**config.mk**
```make
export PLATFORM = sky130hd
export DESIGN_NAME = mc_controller
export DESIGN_NICKNAME = d
export VERILOG_FILES = /design/src/rtl/mc_controller.sv
export SDC_FILE = /design/constraint.sdc
export NUM_CORES = 1
export LEC_CHECK = 0
export BUFFER_PORTS_ARGS = -buffer_cell sky130_fd_sc_hd__buf_2
export CELL_PAD_IN_SITES_DETAIL_PLACEMENT = 1
export CELL_PAD_IN_SITES_GLOBAL_PLACEMENT = 2
export CORE_UTILIZATION = 20
export CTS_CLUSTER_DIAMETER = 60
export DETAILED_ROUTE_END_ITERATION = 7
export PLACE_DENSITY_LB_ADDON = 0.1
export SKIP_CTS_REPAIR_TIMING = 1
export SLEW_MARGIN = 20
export SYNTH_ARGS = -nofsm -noshare
export SYNTH_HDL_FRONTEND = slang
export SYNTH_SLANG_ARGS = --single-unit
```
**constraint.sdc**
```tcl
create_clock -name clk -period 1.7 [get_ports clk]
set_clock_uncertainty 0.05 [all_clocks]
set_input_delay 0.255 -clock clk [delete_from_list [all_inputs] [get_ports clk]]
set_output_delay 0.255 -clock clk [all_outputs]
set_load 0.01 [all_outputs]
```
**src/rtl/mc_controller.sv**
```systemverilog
// Multicycle MIPS-style control unit.
// A single FSM walks each instruction through fetch, decode and its own
// execute/memory/writeback steps. All datapath control signals are decoded
// from the registered state plus the op, funct and zero inputs.
module mc_controller (
    input  logic       clk,
    input  logic       reset,
    input  logic [5:0] op,
    input  logic [5:0] funct,
    input  logic       zero,
    output logic       iord,
    output logic       memwrite,
    output logic       irwrite,
    output logic       regdst,
    output logic       memtoreg,
    output logic       regwrite,
    output logic       alusrca,
    output logic [1:0] alusrcb,
    output logic       sigzer,
    output logic [1:0] pcsrc,
    output logic [2:0] alucontrol,
    output logic       pcen,
    output logic [3:0] state
);

    typedef enum logic [3:0] {
        S_FETCH   = 4'd0,
        S_DECODE  = 4'd1,
        S_MEMADR  = 4'd2,
        S_MEMRD   = 4'd3,
        S_MEMWB   = 4'd4,
        S_MEMWR   = 4'd5,
        S_EXECUTE = 4'd6,
        S_ALUWB   = 4'd7,
        S_BEQ     = 4'd8,
        S_ADDIEX  = 4'd9,
        S_IMMWB   = 4'd10,
        S_JUMP    = 4'd11,
        S_ORIEX   = 4'd12,
        S_BNE     = 4'd13
    } state_t;

    localparam logic [5:0] OP_RTYPE = 6'b000000;
    localparam logic [5:0] OP_LW    = 6'b100011;
    localparam logic [5:0] OP_SW    = 6'b101011;
    localparam logic [5:0] OP_BEQ   = 6'b000100;
    localparam logic [5:0] OP_BNE   = 6'b000101;
    localparam logic [5:0] OP_ADDI  = 6'b001000;
    localparam logic [5:0] OP_ORI   = 6'b001101;
    localparam logic [5:0] OP_J     = 6'b000010;

    localparam logic [2:0] ALU_ADD = 3'b010;
    localparam logic [2:0] ALU_SUB = 3'b110;
    localparam logic [2:0] ALU_AND = 3'b000;
    localparam logic [2:0] ALU_OR  = 3'b001;
    localparam logic [2:0] ALU_SLT = 3'b111;

    state_t     state_q;
    state_t     state_d;
    logic [2:0] funct_alu;
    logic       funct_ok;

    // State register; reset wins over every transition
    always_ff @(posedge clk) begin
        if (reset) begin
            state_q <= S_FETCH;
        end else begin
            state_q <= state_d;
        end
    end

    // Next-state logic: one step per clock, unknown opcodes/encodings return to fetch
    always_comb begin
        state_d = S_FETCH;
        case (state_q)
            S_FETCH: state_d = S_DECODE;
            S_DECODE: begin
                case (op)
                    OP_LW, OP_SW: state_d = S_MEMADR;
                    OP_RTYPE:     state_d = S_EXECUTE;
                    OP_BEQ:       state_d = S_BEQ;
                    OP_BNE:       state_d = S_BNE;
                    OP_ADDI:      state_d = S_ADDIEX;
                    OP_ORI:       state_d = S_ORIEX;
                    OP_J:         state_d = S_JUMP;
                    default:      state_d = S_FETCH;
                endcase
            end
            S_MEMADR:  state_d = (op == OP_LW) ? S_MEMRD : S_MEMWR;
            S_MEMRD:   state_d = S_MEMWB;
            S_EXECUTE: state_d = S_ALUWB;
            S_ADDIEX:  state_d = S_IMMWB;
            S_ORIEX:   state_d = S_IMMWB;
            default:   state_d = S_FETCH;
        endcase
    end

    // R-type function decode; unknown funct falls back to add and blocks writeback
    always_comb begin
        funct_alu = ALU_ADD;
        funct_ok  = 1'b1;
        case (funct)
            6'b100000: funct_alu = ALU_ADD;
            6'b100010: funct_alu = ALU_SUB;
            6'b100100: funct_alu = ALU_AND;
            6'b100101: funct_alu = ALU_OR;
            6'b101010: funct_alu = ALU_SLT;
            default: begin
                funct_alu = ALU_ADD;
                funct_ok  = 1'b0;
            end
        endcase
    end

    // Per-state control outputs; anything not driven by a state stays low
    always_comb begin
        iord       = 1'b0;
        memwrite   = 1'b0;
        irwrite    = 1'b0;
        regdst     = 1'b0;
        memtoreg   = 1'b0;
        regwrite   = 1'b0;
        alusrca    = 1'b0;
        alusrcb    = 2'b00;
        sigzer     = 1'b0;
        pcsrc      = 2'b00;
        alucontrol = 3'b000;
        pcen       = 1'b0;
        case (state_q)
            S_FETCH: begin
                irwrite    = 1'b1;
                alusrcb    = 2'b01;
                alucontrol = ALU_ADD;
                pcsrc      = 2'b00;
                pcen       = 1'b1;
            end
            S_DECODE: begin
                alusrcb    = 2'b11;
                alucontrol = ALU_ADD;
            end
            S_MEMADR, S_ADDIEX: begin
                alusrca    = 1'b1;
                alusrcb    = 2'b10;
                alucontrol = ALU_ADD;
            end
            S_MEMRD: begin
                iord = 1'b1;
            end
            S_MEMWR: begin
                iord     = 1'b1;
                memwrite = 1'b1;
            end
            S_MEMWB: begin
                memtoreg = 1'b1;
                regwrite = 1'b1;
            end
            S_EXECUTE: begin
                alusrca    = 1'b1;
                alusrcb    = 2'b00;
                alucontrol = funct_alu;
            end
            S_ALUWB: begin
                regdst   = 1'b1;
                regwrite = funct_ok;
            end
            S_BEQ: begin
                alusrca    = 1'b1;
                alusrcb    = 2'b00;
                alucontrol = ALU_SUB;
                pcsrc      = 2'b01;
                pcen       = zero;
            end
            S_BNE: begin
                alusrca    = 1'b1;
                alusrcb    = 2'b00;
                alucontrol = ALU_SUB;
                pcsrc      = 2'b01;
                pcen       = ~zero;
            end
            S_ORIEX: begin
                alusrca    = 1'b1;
                alusrcb    = 2'b10;
                sigzer     = 1'b1;
                alucontrol = ALU_OR;
            end
            S_IMMWB: begin
                regwrite = 1'b1;
            end
            S_JUMP: begin
                pcsrc = 2'b10;
                pcen  = 1'b1;
            end
            default: begin
                iord = 1'b0;
            end
        endcase
    end

    assign state = state_q;

endmodule

```
==> flow_metrics.py, run 1 <==
metrics = {
    "run_status": {
        "status": "complete, no violations",
    },
    "timing": {
        "setup-violations-final": 0,
        "maxSlewViolCount": 0,
        "min_period_ns": 1.635,
        "tns_ns": 0,
        "rsz0062_at_grt": "false",
        "finalCritPeriodShare": 0.9615,
        "worst_pin_slew_ns": 0.3322,
        "final_hold_viol_count": 0,
        "slew-limit-headroom": 0.7756,
        "fmax_mhz": 611.8,
    },
    "pwr": {
        "clkPwrFrac": 0.326,
        "sequentialPowerShare": 0.293,
        "power_density_nw_per_um2": 437.1,
        "internal_power_mw": 0.2411,
        "p_sw_frac": 0.3630,
        "p_leak_nw": 0.3840,
        "p_sw_mw": 0.1374,
        "power_frac_comb": 0.382,
        "max-vdd-ir-drop_uv": 240.5,
    },
    "global_route": {
        "grtUsageTotal": 0.1457,
        "grt_first_pass_wirelength_mm": 3.712,
        "grt_pass1_vias": 788,
        "grt_antenna_before_repair": 0,
        "gr-total-overflow": 0,
        "grt_max_degree": 13,
    },
    "critical_path": {
        "cpMaxStageDelayCell": "dfxtp_2",
        "worstPathRequired_ns": 1.39,
        "cp.depth": 5,
        "path_class": "flop to output pin",
        "path_buf_inv": 1,
        "worst_setup_path_end_kind": "output pin",
        "start_kind": "flop",
        "max_stage_delay_ns": 0.47,
        "path_cells": "nand2b_2, nor2_1, a21oi_1, o21bai_1, buf_2",
        "critPathMaxFanout": 10,
        "r2r_cells": 4,
        "path_delay_family": "flip-flops",
        "critPathArrivalTime_ns": 1.33,
    },
    "yosys": {
        "syn_area_um2": 594.3,
        "netlist_instances": 89,
        "yosysWarnings": 0,
        "ys.flop_type": "dfxtp_1",
        "ys_seq_area_frac": 0.1347,
        "synth-seq-cells": 4,
        "synth_nets": 104,
        "avgSynthCellArea_um2": 6.678,
        "ys_types": 39,
        "async_reset_ff_frac": 0,
        "synth_edf_count": 0,
    },
    "worst_hold_path": {
        "hold_class": "input pin to flop",
        "holdPathStages": 2,
    },
    "detailed_routing": {
        "firstDrtPassIters": 4,
        "drc": 0,
        "route.vias.total": 843,
        "wl_per_cell_um": 14.68,
        "drtIter0Drc": 17,
        "ant_nets": 0,
        "wl_mm": 2.304,
        "vias_per_cell": 5.369,
    },
    "floorplan": {
        "ioPinCount": 35,
        "design.core.area_um2": 2781,
        "die_area_um2": 3193,
        "die_w_um": 56.51,
        "initial_core_util": 0.2137,
        "die_h_um": 56.51,
        "num_rows": 19,
    },
    "placement": {
        "placedCellCount": 154,
        "dp_hpwl_mm": 1.821,
        "io_buffers": 34,
        "place_congestion": 0.7950,
        "dpl_cell_area_um2": 817.0,
    },
    "layout": {
        "stdcell_area_um2": 865.8,
        "final_common_cell": "buf_2",
        "largest_register_ffs": 4,
        "instances_no_fill": 157,
        "drive_above_1_share": 0.4365,
        "mostFrequentLayoutCells": "34 x buf_2, 10 x nor3_1, 7 x nand2_1",
        "fin_util": 0.3113,
        "diodes": 0,
        "area_growth_pct": 45.68,
        "nNetsFinal": 143,
    },
    "clocking": {
        "insertion_delay_ns": 0.24,
        "clkTransAtPathRegs_ns": 0.04,
        "cts-htree-levels": 1,
        "clockRootBuffer": "clkbuf_4",
        "cts_num_sinks": 4,
        "cts_buffers": 3,
        "cts_tree": "done",
        "cts_buffer_depth": 2,
    },
    "run": {
        "maxCapViolCount": 0,
    },
}
-- path summary, 6_finish.rpt --
check,start,endpoint,slack (ns)
max,state[0],alusrcb[1],0.07
min,reset,state[3],0.17
max reg2reg,state[0],state[2],0.31
min reg2reg,state[0],state[0],0.51
-- power groups by stage --
| stage | Clock (mW) | Sequential, mW | Combinational (mW) |
|---|---|---|---|
| 6_report | 0.123 | 0.111 | 0.144 |
| 5_1_grt | 0.133 | 0.111 | 0.161 |
| 4_1_cts | 0.126 | 0.110 | 0.143 |
| 3_5_place_dp | 0 | 0.112 | 0.142 |
| 3_3_place_gp | 0 | 0.112 | 0.142 |
| 2_1_floorplan | 0 | 0.106 | 0.0761 |
-- routing by layer --
metal  up-vias  share of wire  track usage  routed length [um]
li1        419              -            -                   -
met4         0              0      0.06272                   0
met2        23           0.45       0.2168                1041
met3         0          0.041      0.01613                  95
met1       401           0.51       0.2098                1167
met5         -              0            0                   0
-- metrics by stage --
stage	hold slack, ns	worst slack, ns	power, mW
floorplan	0.2778	0.1837	0.1820
global placement	0.4244	0.1101	0.2537
detailed placement	0.4239	0.08075	0.2539
CTS	0.1753	-0.1072	0.3791
global route	0.1764	0.01108	0.4048
finish	0.1683	0.06543	0.3784
-- cells by family (layout without fill, tap and decap cells) --
kind of cell | count (synthesis) | in the layout | share of synthesized area
flops | 4 | 4 | 0.1347
compound gates | 31 | 31 | 0.3453
buf+inv | 10 | 47 | 0.07787
mux | 1 | 1 | 0.01684
simple gates | 41 | 41 | 0.3958
xor+xnor | 2 | 2 | 0.02948
-- synth_stat cells (all sizes together) (2+ instances only) --
| master | n | area, um2 |
|---|---|---|
| nor2 | 6 | 22.52 |
| nand2b | 4 | 32.53 |
| clkbuf | 4 | 15.01 |
| and3 | 2 | 12.51 |
| nor3 | 10 | 50.05 |
| nand4 | 2 | 12.51 |
| a21oi | 5 | 25.02 |
| a41oi | 2 | 17.52 |
| o22ai | 3 | 18.77 |
| dfxtp | 4 | 80.08 |
| buf | 2 | 16.26 |
| nor3b | 2 | 15.01 |
| nor2b | 3 | 18.77 |
| nand2 | 7 | 26.28 |
| a211oi | 2 | 15.01 |
| inv | 4 | 15.01 |
| o21ai | 9 | 45.04 |
-- final cells by class --
class,instances,area (um2)
Fill cell,351,1916
Inverter,4,15.01
Sequential cell,4,87.58
Multi-Input combinational cell,75,486.7
Clock buffer,3,22.52
Tap cell,31,38.79
Timing Repair Buffer,40,215.2
Power figures use the tool's default switching activity.
==> run 2, diff against run 1 <==
--- a/config.mk
+++ b/config.mk
@@ -6,12 +6,10 @@
 export NUM_CORES = 1
 export LEC_CHECK = 0
 export BUFFER_PORTS_ARGS = -buffer_cell sky130_fd_sc_hd__buf_2
-export CELL_PAD_IN_SITES_DETAIL_PLACEMENT = 1
-export CELL_PAD_IN_SITES_GLOBAL_PLACEMENT = 2
-export CORE_UTILIZATION = 20
+export CORE_UTILIZATION = 42
 export CTS_CLUSTER_DIAMETER = 60
 export DETAILED_ROUTE_END_ITERATION = 7
-export PLACE_DENSITY_LB_ADDON = 0.1
+export PLACE_DENSITY = 0.78
 export SKIP_CTS_REPAIR_TIMING = 1
 export SLEW_MARGIN = 20
 export SYNTH_ARGS = -nofsm -noshare
==> run 2 against run 1 <==
Against the previous run: combinational power shrank 8%; non-clock buffer count is the same; sequential power is essentially flat; worst setup slack gained 0.035 ns; sequential cell count is the same; routed wire length shrank 19%; die area shrank 51%; maximum frequency grew 2.2%; clock-buffer cell count is the same; design area shrank 4.5%; first-iteration DRC count grew 71%.
==> flow_metrics.py, run 2 (synthesis results as in run 1) <==
metrics = {
    "critical_path": {
        "critPathMaxFanout": 12,
        "ff2ff_setup_slack_ns": 0.34,
        "startpoint": "state[2]",
        "path_cells": "buf_4, nand4_1, o22ai_1, buf_2",
        "path_class": "flop to output pin",
        "timing.rr.end": "state[2]",
        "r2r_cells": 4,
        "cpMaxStageDelayCell": "dfxtp_2",
        "worstPathRequired_ns": 1.39,
        "worst_setup_path_end_kind": "output pin",
        "start_kind": "flop",
        "reg2reg_from": "state[2]",
        "cp-endpoint": "alucontrol[2]",
        "critPathArrivalTime_ns": 1.29,
        "max_stage_delay_ns": 0.44,
    },
    "timing": {
        "min_period_ns": 1.599,
        "fmax_mhz": 625.2,
        "final_hold_viol_count": 0,
        "maxSlewViolCount": 0,
        "slew-limit-headroom": 0.7541,
        "setup_ws_ns": 0.1006,
        "setup-violations-final": 0,
        "rsz0062_at_grt": "false",
        "worst_pin_slew_ns": 0.3640,
        "finalCritPeriodShare": 0.9408,
    },
    "layout": {
        "multi_input_area_um2": 467.9,
        "register_area_um2": 87.58,
        "largest_register_ffs": 4,
        "mostFrequentLayoutCells": "34 x buf_2, 10 x nor3_1, 7 x nand2_1",
        "final_common_cell": "buf_2",
        "drive_above_1_share": 0.4048,
        "fin_util": 0.6356,
        "area_growth_pct": 39.16,
        "nNetsFinal": 143,
        "instances_no_fill": 141,
        "diodes": 0,
        "fillerInstances": 130,
    },
    "clocking": {
        "cts_tree": "done",
        "cts_num_sinks": 4,
        "cts_buffer_depth": 2,
        "cts-htree-levels": 1,
        "clkTransAtPathRegs_ns": 0.04,
        "cts_buffers": 3,
        "insertion_delay_ns": 0.24,
        "clockRootBuffer": "clkbuf_4",
    },
    "placement": {
        "io_buffers": 34,
        "place_congestion": 0.8417,
        "placedCellCount": 138,
        "dp_worst_setup_slack_ns": 0.1496,
        "dp_hpwl_mm": 1.486,
    },
    "global_route": {
        "grt_antenna_before_repair": 0,
        "grtUsageTotal": 0.2649,
        "gr-total-overflow": 0,
        "grt_pass1_vias": 724,
        "grt_first_pass_wirelength_mm": 2.863,
        "grt_max_degree": 14,
    },
    "floorplan": {
        "design.core.area_um2": 1301,
        "num_rows": 13,
        "die_h_um": 39.62,
        "ioPinCount": 35,
        "initial_core_util": 0.4567,
        "die_area_um2": 1569,
        "die_w_um": 39.62,
    },
    "run": {
        "maxCapViolCount": 0,
    },
    "run_status": {
        "status": "complete, no violations",
    },
    "detailed_routing": {
        "vias_per_cell": 6.064,
        "route.vias.total": 855,
        "wl_per_cell_um": 13.18,
        "drtIter0Drc": 29,
        "ant_nets": 0,
        "firstDrtPassIters": 4,
        "wl_mm": 1.858,
        "drc": 0,
    },
    "worst_hold_path": {
        "hold_class": "input pin to flop",
    },
    "pwr": {
        "power_density_nw_per_um2": 442.2,
        "p_leak_nw": 0.3798,
        "max-vdd-ir-drop_uv": 339.2,
    },
}
-- run 2: cell type report --
| cell class | count | share of cell area |
|---|---|---|
| timing repair buffer | 40 | 0.2602 |
| inverter | 4 | 0.01815 |
| clock buffer | 3 | 0.02723 |
| tap | 15 | 0.02269 |
| multi-input combinational | 75 | 0.5658 |
| sequential | 4 | 0.1059 |
-- run 2: per-layer routing --
layer,part of all wire,wire length (um),vias up,GRT usage
li1,-,-,424,-
met1,0.42,786,390,0.2727
met2,0.51,949,35,0.5082
met3,0.043,80,6,0.02841
met4,0.022,41,0,0.1379
met5,0,0,-,0
-- run 2: how the worst min path moves through the flow --
| stage | start | end | slack [ns] | cells after the start |
|---|---|---|---|---|
| 3_3_place_gp | reset | state[3] | 0.42 | 2 |
| 4_1_cts | reset | state[3] | 0.17 | 2 |
| 6_report | reset | state[3] | 0.18 | 2 |
| 3_5_place_dp | reset | state[3] | 0.42 | 2 |
| 5_1_grt | reset | state[3] | 0.19 | 2 |
| 2_1_floorplan | reset | state[3] | 0.28 | 1 |
-- run 2: critical path, delay by kind of cell, from the launching register on --
family,cells,cell delay [ns]
AO/OA/AOI/OAI,1,0.16
flip-flops,1,0.44
AND/OR/NAND/NOR,1,0.11
buffers and inverters,2,0.35
-- run 2: where the power goes --
group	internal [mW]	leakage (nW)	switching (mW)
Combinational	0.0599	0.331	0.0735
Clock	0.0791	0.0138	0.0412
Sequential	0.0988	0.0346	0.0131
Total	0.238	0.380	0.128
-- run 2: per-stage QoR --
stage	TNS (ns)	hold WS, ns	instance area (um2)	power (mW)
2_1_floorplan	0	0.2778	594.3	0.1820
3_3_place_gp	0	0.4216	797.0	0.2409
3_5_place_dp	0	0.4180	797.0	0.2454
4_1_cts	-0.3900	0.1741	819.5	0.3634
5_1_grt	0	0.1942	827.0	0.3918
6_report	0	0.1788	827.0	0.3657
